`config.mk`:
```
export PLATFORM = sky130hd
export DESIGN_NAME = reg_lock_access_agent
export DESIGN_NICKNAME = d
export VERILOG_FILES = /design/src/rtl/reg_lock_access_agent.sv
export SDC_FILE = /design/constraint.sdc
export NUM_CORES = 1
export LEC_CHECK = 0
export ABC_CLOCK_PERIOD_IN_PS = 1850
export CAP_MARGIN = 20
export CORE_MARGIN = 2
export CORE_UTILIZATION = 37
export DETAILED_ROUTE_END_ITERATION = 16
export GPL_ROUTABILITY_DRIVEN = 0
export PLACE_DENSITY = 0.86
export SLEW_MARGIN = 20
export SYNTH_ARGS = -nofsm -noshare
export SYNTH_HDL_FRONTEND = slang
export SYNTH_SLANG_ARGS = --single-unit
```
`constraint.sdc`:
```
create_clock -name clk -period 1.85 [get_ports clk]
set_input_delay 0.2775 -clock clk [delete_from_list [all_inputs] [get_ports clk]]
set_output_delay 0.2775 -clock clk [all_outputs]
set_load 0.05 [all_outputs]
```
`src/rtl/reg_lock_access_agent.sv`:
```
// Single-port requester for one port of a locked physical register: takes one
// command, requests the lock, captures or commits on grant, releases and responds.
module reg_lock_access_agent #(
   parameter int unsigned ID_WIDTH = 4,
   parameter int unsigned TIMEOUT  = 15,
   parameter int unsigned WAIT_W   = $clog2(TIMEOUT + 2)
) (
   input  logic                clk,
   input  logic                rst_n,
   input  logic                cmd_valid,
   output logic                cmd_ready,
   input  logic                cmd_write,
   input  logic [ID_WIDTH-1:0] cmd_id,
   input  logic [31:0]         cmd_wdata,
   output logic                rsp_valid,
   input  logic                rsp_ready,
   output logic [31:0]         rsp_rdata,
   output logic                rsp_err,
   output logic [WAIT_W-1:0]   rsp_wait,
   output logic                req_read,
   output logic                req_write,
   output logic [ID_WIDTH-1:0] req_issue_id,
   output logic                release_lock,
   output logic [31:0]         wdata,
   input  logic                grant,
   input  logic [31:0]         rdata
);

   typedef enum logic [1:0] {
      IDLE    = 2'd0,
      ACQUIRE = 2'd1,
      RELEASE = 2'd2,
      RESPOND = 2'd3
   } state_t;

   localparam logic        TMO_EN = (TIMEOUT != 0);
   localparam int unsigned LAST_I = (TIMEOUT == 0) ? 0 : TIMEOUT - 1;
   localparam logic [WAIT_W-1:0] LAST    = LAST_I[WAIT_W-1:0];
   localparam logic [WAIT_W-1:0] TMO_VAL = TIMEOUT[WAIT_W-1:0];

   state_t              state, state_d;
   logic                lat_write;
   logic [ID_WIDTH-1:0] lat_id;
   logic [31:0]         lat_wdata;
   logic [WAIT_W-1:0]   cnt;
   logic [31:0]         rdata_q;
   logic                err_q;
   logic [WAIT_W-1:0]   wait_q;
   logic                expire;

   assign expire = TMO_EN && (cnt == LAST);

   always_ff @(posedge clk) begin
      if (!rst_n) state <= IDLE;
      else        state <= state_d;
   end

   always_comb begin
      state_d = state;
      case (state)
         IDLE:    if (cmd_valid)     state_d = ACQUIRE;
         ACQUIRE: if (grant)         state_d = RELEASE;
                  else if (expire)   state_d = RESPOND;
         RELEASE:                    state_d = RESPOND;
         RESPOND: if (rsp_ready)     state_d = IDLE;
         default:                    state_d = IDLE;
      endcase
   end

   always_ff @(posedge clk) begin
      if (!rst_n) begin
         lat_write <= 1'b0;
         lat_id    <= '0;
         lat_wdata <= '0;
         cnt       <= '0;
         rdata_q   <= '0;
         err_q     <= 1'b0;
         wait_q    <= '0;
      end else begin
         case (state)
            IDLE: begin
               if (cmd_valid) begin
                  lat_write <= cmd_write;
                  lat_id    <= cmd_id;
                  lat_wdata <= cmd_wdata;
                  cnt       <= '0;
               end
            end
            ACQUIRE: begin
               // Grant takes priority over a timeout expiring in the same cycle.
               if (grant) begin
                  rdata_q <= lat_write ? '0 : rdata;
                  err_q   <= 1'b0;
                  wait_q  <= cnt;
               end else if (expire) begin
                  rdata_q <= '0;
                  err_q   <= 1'b1;
                  wait_q  <= TMO_VAL;
               end else if (cnt != '1) begin
                  cnt <= cnt + 1'b1;
               end
            end
            default: ;
         endcase
      end
   end

   // Outputs decode from the state register and latched command only.
   assign cmd_ready    = (state == IDLE);
   assign req_read     = (state == ACQUIRE) && !lat_write;
   assign req_write    = (state == ACQUIRE) && lat_write;
   assign req_issue_id = (state == ACQUIRE || state == RELEASE) ? lat_id : '0;
   assign wdata        = (state == ACQUIRE) ? lat_wdata : '0;
   assign release_lock = (state == RELEASE);
   assign rsp_valid    = (state == RESPOND);
   assign rsp_rdata    = rdata_q;
   assign rsp_err      = err_q;
   assign rsp_wait     = wait_q;

endmodule

```
==> results.sh <==
export IMPL_num_antenna_cells=0
export IMPL_violations="negative setup slack"
export IMPL_hold_end="lat_wdata[25]"
export IMPL_async_reset_ff_share_pct=0
export IMPL_grt_overflow_total=0
export IMPL_drive_gt1_share_pct=25.5
export IMPL_drtIter0Drc=115
export IMPL_setup_slack_ns=-0.156
export IMPL_finClkSkew_ns=0.0120
export IMPL_clock_sinks=82
export IMPL_slew_headroom_pct=63.7
export IMPL_status="finished, violations left"
export IMPL_nNetsFinal=630
export IMPL_fin_crit_sh_pct=108
export IMPL_cellPowerDensity_nw_per_um2=1220
export IMPL_drt_total_wl_mm=10.6
export IMPL_p_leak_nw=2.24
export IMPL_drcViolationCount=0
export IMPL_worstSetupPathType="reg2reg"
export IMPL_ff2ff_setup_slack_ns=-0.16
export IMPL_drv_cap=0
export IMPL_cp_max_fo=4
export IMPL_antenna_found_initial=0
export IMPL_synth_warnings=0
export IMPL_first_pass_iters=4
export IMPL_synth_area_sq_um=3260
export IMPL_final_antenna_net_count=0
export IMPL_hold_path_depth=2
export IMPL_track_usage_pct=21.2
export IMPL_ys_seq_elements=82
export IMPL_pin_count=153
export IMPL_synthDistinctLibCells=30
export IMPL_drt_vias_per_instance=5.13
export IMPL_initial_core_util_pct=37.8
export IMPL_post_synth_cell_area_avg_sq_um=8.43
export IMPL_p_total_w=0.00716
export IMPL_arrival_ns=2.27
export IMPL_maxSlewViolCount=0
export IMPL_clkSlewWorstSetupHoldPaths_ns=0.09
export IMPL_grt_max_degree=42
export IMPL_worst_setup_path_end_kind="flop"
export IMPL_setup_viol=5
export IMPL_grt_pass1_wl_mm=16.4
export IMPL_cts_tree="built"
export IMPL_synth_edf_count=0
export IMPL_syn_to_final_growth_pct=79.2
export IMPL_ir_worst_vdd_mv=0.572
export IMPL_dp_slack_ns=-0.146
export IMPL_fmax_ghz=0.498
export IMPL_syn_num_nets=469
export IMPL_port_buffers=152
export IMPL_die_y_microns=97.9
export IMPL_numCtsBuffers=9
export IMPL_worst_pin_slew_ns=0.543
export IMPL_dp_hpwl_mm=7.15
export IMPL_cp_required_ns=2.12
export IMPL_netlist_instances=387
export IMPL_grt_pass1_vias=3371
export IMPL_r2r_cells=7
export IMPL_hold_viol=0
export IMPL_clk_latency_ns=0.35
export IMPL_timing_rr_start="cnt[0]"
export IMPL_die_x_microns=97.9
export IMPL_synth_seq_area_share_pct=50.3
export IMPL_htreeDepth=3
export IMPL_cts_root_buf="clkbuf_8"
export IMPL_wire_per_inst_microns=16.0
export IMPL_floorplan_rows=34
export IMPL_dr_total_vias=3389
export IMPL_hold_class="reg2reg"
export IMPL_core_sq_um=8640
export IMPL_rsz0062_at_grt="true"
export IMPL_whs_ns=0.451
export IMPL_r2r_end="cnt[2]"
export IMPL_synth_ff_type="dfxtp_1"
export IMPL_fillCellCount=629
export IMPL_die_area_sq_um=9580
export IMPL_critPathLaunchType="flop"
export IMPL_period_needed_ns=2.01
export IMPL_hold_start="lat_wdata[25]"
export IMPL_clk_path_buf_depth=2
==> layout by cell type, fill, tap and decap left out, types with 3 or more instances in the layout <==
cell             netlist  layout
a21oi_1               41      40
a22oi_1               32      32
and2_1                38       8
and2_2                 0      28
buf_12                 0      44
buf_4                  1      21
clkbuf_8               0      11
clkdlybuf4s50_1        0     109
dfxtp_1               82      78
dfxtp_2                0       3
ha_1                   8       3
ha_4                   0       5
inv_1                  6       3
inv_2                  0       3
nand2_1               81      81
nand3_1                4       4
nor2_1                36      35
o21ai_0                4       4
o221a_2                5       5
or3_4                  1       3
==> state kept, by name, indices dropped and copies added, names as in the netlist <==
name	count
rsp_wait	5
cnt	5
rsp_rdata	32
lat_id	4
lat_wdata	32
rsp_err	1
lat_write	1
state	2
==> power by group <==
part	switching [W]	internal [W]	total [W]	leakage, nW
sequential	0.000155	0.00206	0.00222	0.671
combinational	0.00207	0.00152	0.00359	1.47
clock	0.000642	0.000705	0.00135	0.100
==> metrics by stage <==
step / cell area (sq um) / std cells / setup TNS (ns) / util, %
2_1_floorplan: 3310 / 387 / -0.112 / -
3_3_place_gp: 5430 / 638 / -0.133 / 62.9
3_5_place_dp: 5430 / 638 / -1.70 / 62.9
4_1_cts: 5770 / 660 / -0.422 / 66.9
5_1_grt: 5840 / 661 / -0.602 / 67.6
6_report: 5840 / 661 / -0.464 / 67.6
==> repair_timing <==
action	4_1_cts	5_1_grt
buffers inserted	5	1
gates resized for setup	19	10
endpoints found under the setup margin	75	9
hold buffers	0	0
pin swaps	7	8
gates cloned	1	0
==> synth_stat cells, drive strengths merged, types with 3 or more instances <==
cell	number	area, sq um
nand2	81	304
a21oi	41	205
or3	3	26.3
buf	5	23.8
nand3	4	20.0
clkbuf	22	82.6
o22ai	3	18.8
nor2	36	135
o221a	5	56.3
dfxtp	82	1640
ha	8	100
inv	6	22.5
o21ai	5	25.0
nor2b	3	18.8
and2	38	238
a22oi	32	240
==> layer usage <==
metal | up-vias | track usage (%) | routed length, microns
li1 | 1623 | - | -
met1 | 1612 | 22.9 | 3950
met2 | 116 | 37.8 | 5620
met3 | 38 | 5.15 | 510
met4 | 0 | 11.9 | 485
met5 | - | 0 | 0
==> cell families after synthesis <==
group | count (synthesis) | share of synthesized area, %
buf+inv | 33 | 3.95
mux | 1 | 0.307
fa+ha+maj | 8 | 3.07
compound gates | 90 | 17.6
simple gates | 173 | 24.7
flops | 82 | 50.3
==> worst max-delay path by stage <==
stage | end | from | cells past startpoint | slack [ns]
after floorplan | cnt[3] | cnt[1] | 6 | -0.08
after global placement | cnt[3] | cnt[0] | 6 | -0.10
after detailed placement | cnt[3] | cnt[0] | 6 | -0.15
after CTS | cnt[3] | cnt[0] | 6 | -0.17
after global routing | cnt[3] | cnt[0] | 6 | -0.19
final | cnt[2] | cnt[0] | 7 | -0.16
==> cell type report <==
type                       instances  area (sq um)  share of cell area [%]
clock buffer                      13           159                    2.72
clock inverter                     3          46.3                   0.792
inverter                           6          22.5                   0.386
multi-input combinational        272          1650                    28.3
sequential                        82          1650                    28.2
tap                              108           135                    2.31
timing repair buffer             177          2180                    37.3
==> critical path, stage by stage, from the launching register on <==
cell	delay (ns)
dfxtp_4	0.37
ha_4	0.16
and3_4	0.18
ha_4	0.15
or3_4	0.39
buf_4	0.17
or3_4	0.36
a31oi_1	0.15
No activity file was read; power rests on OpenSTA's default activity.
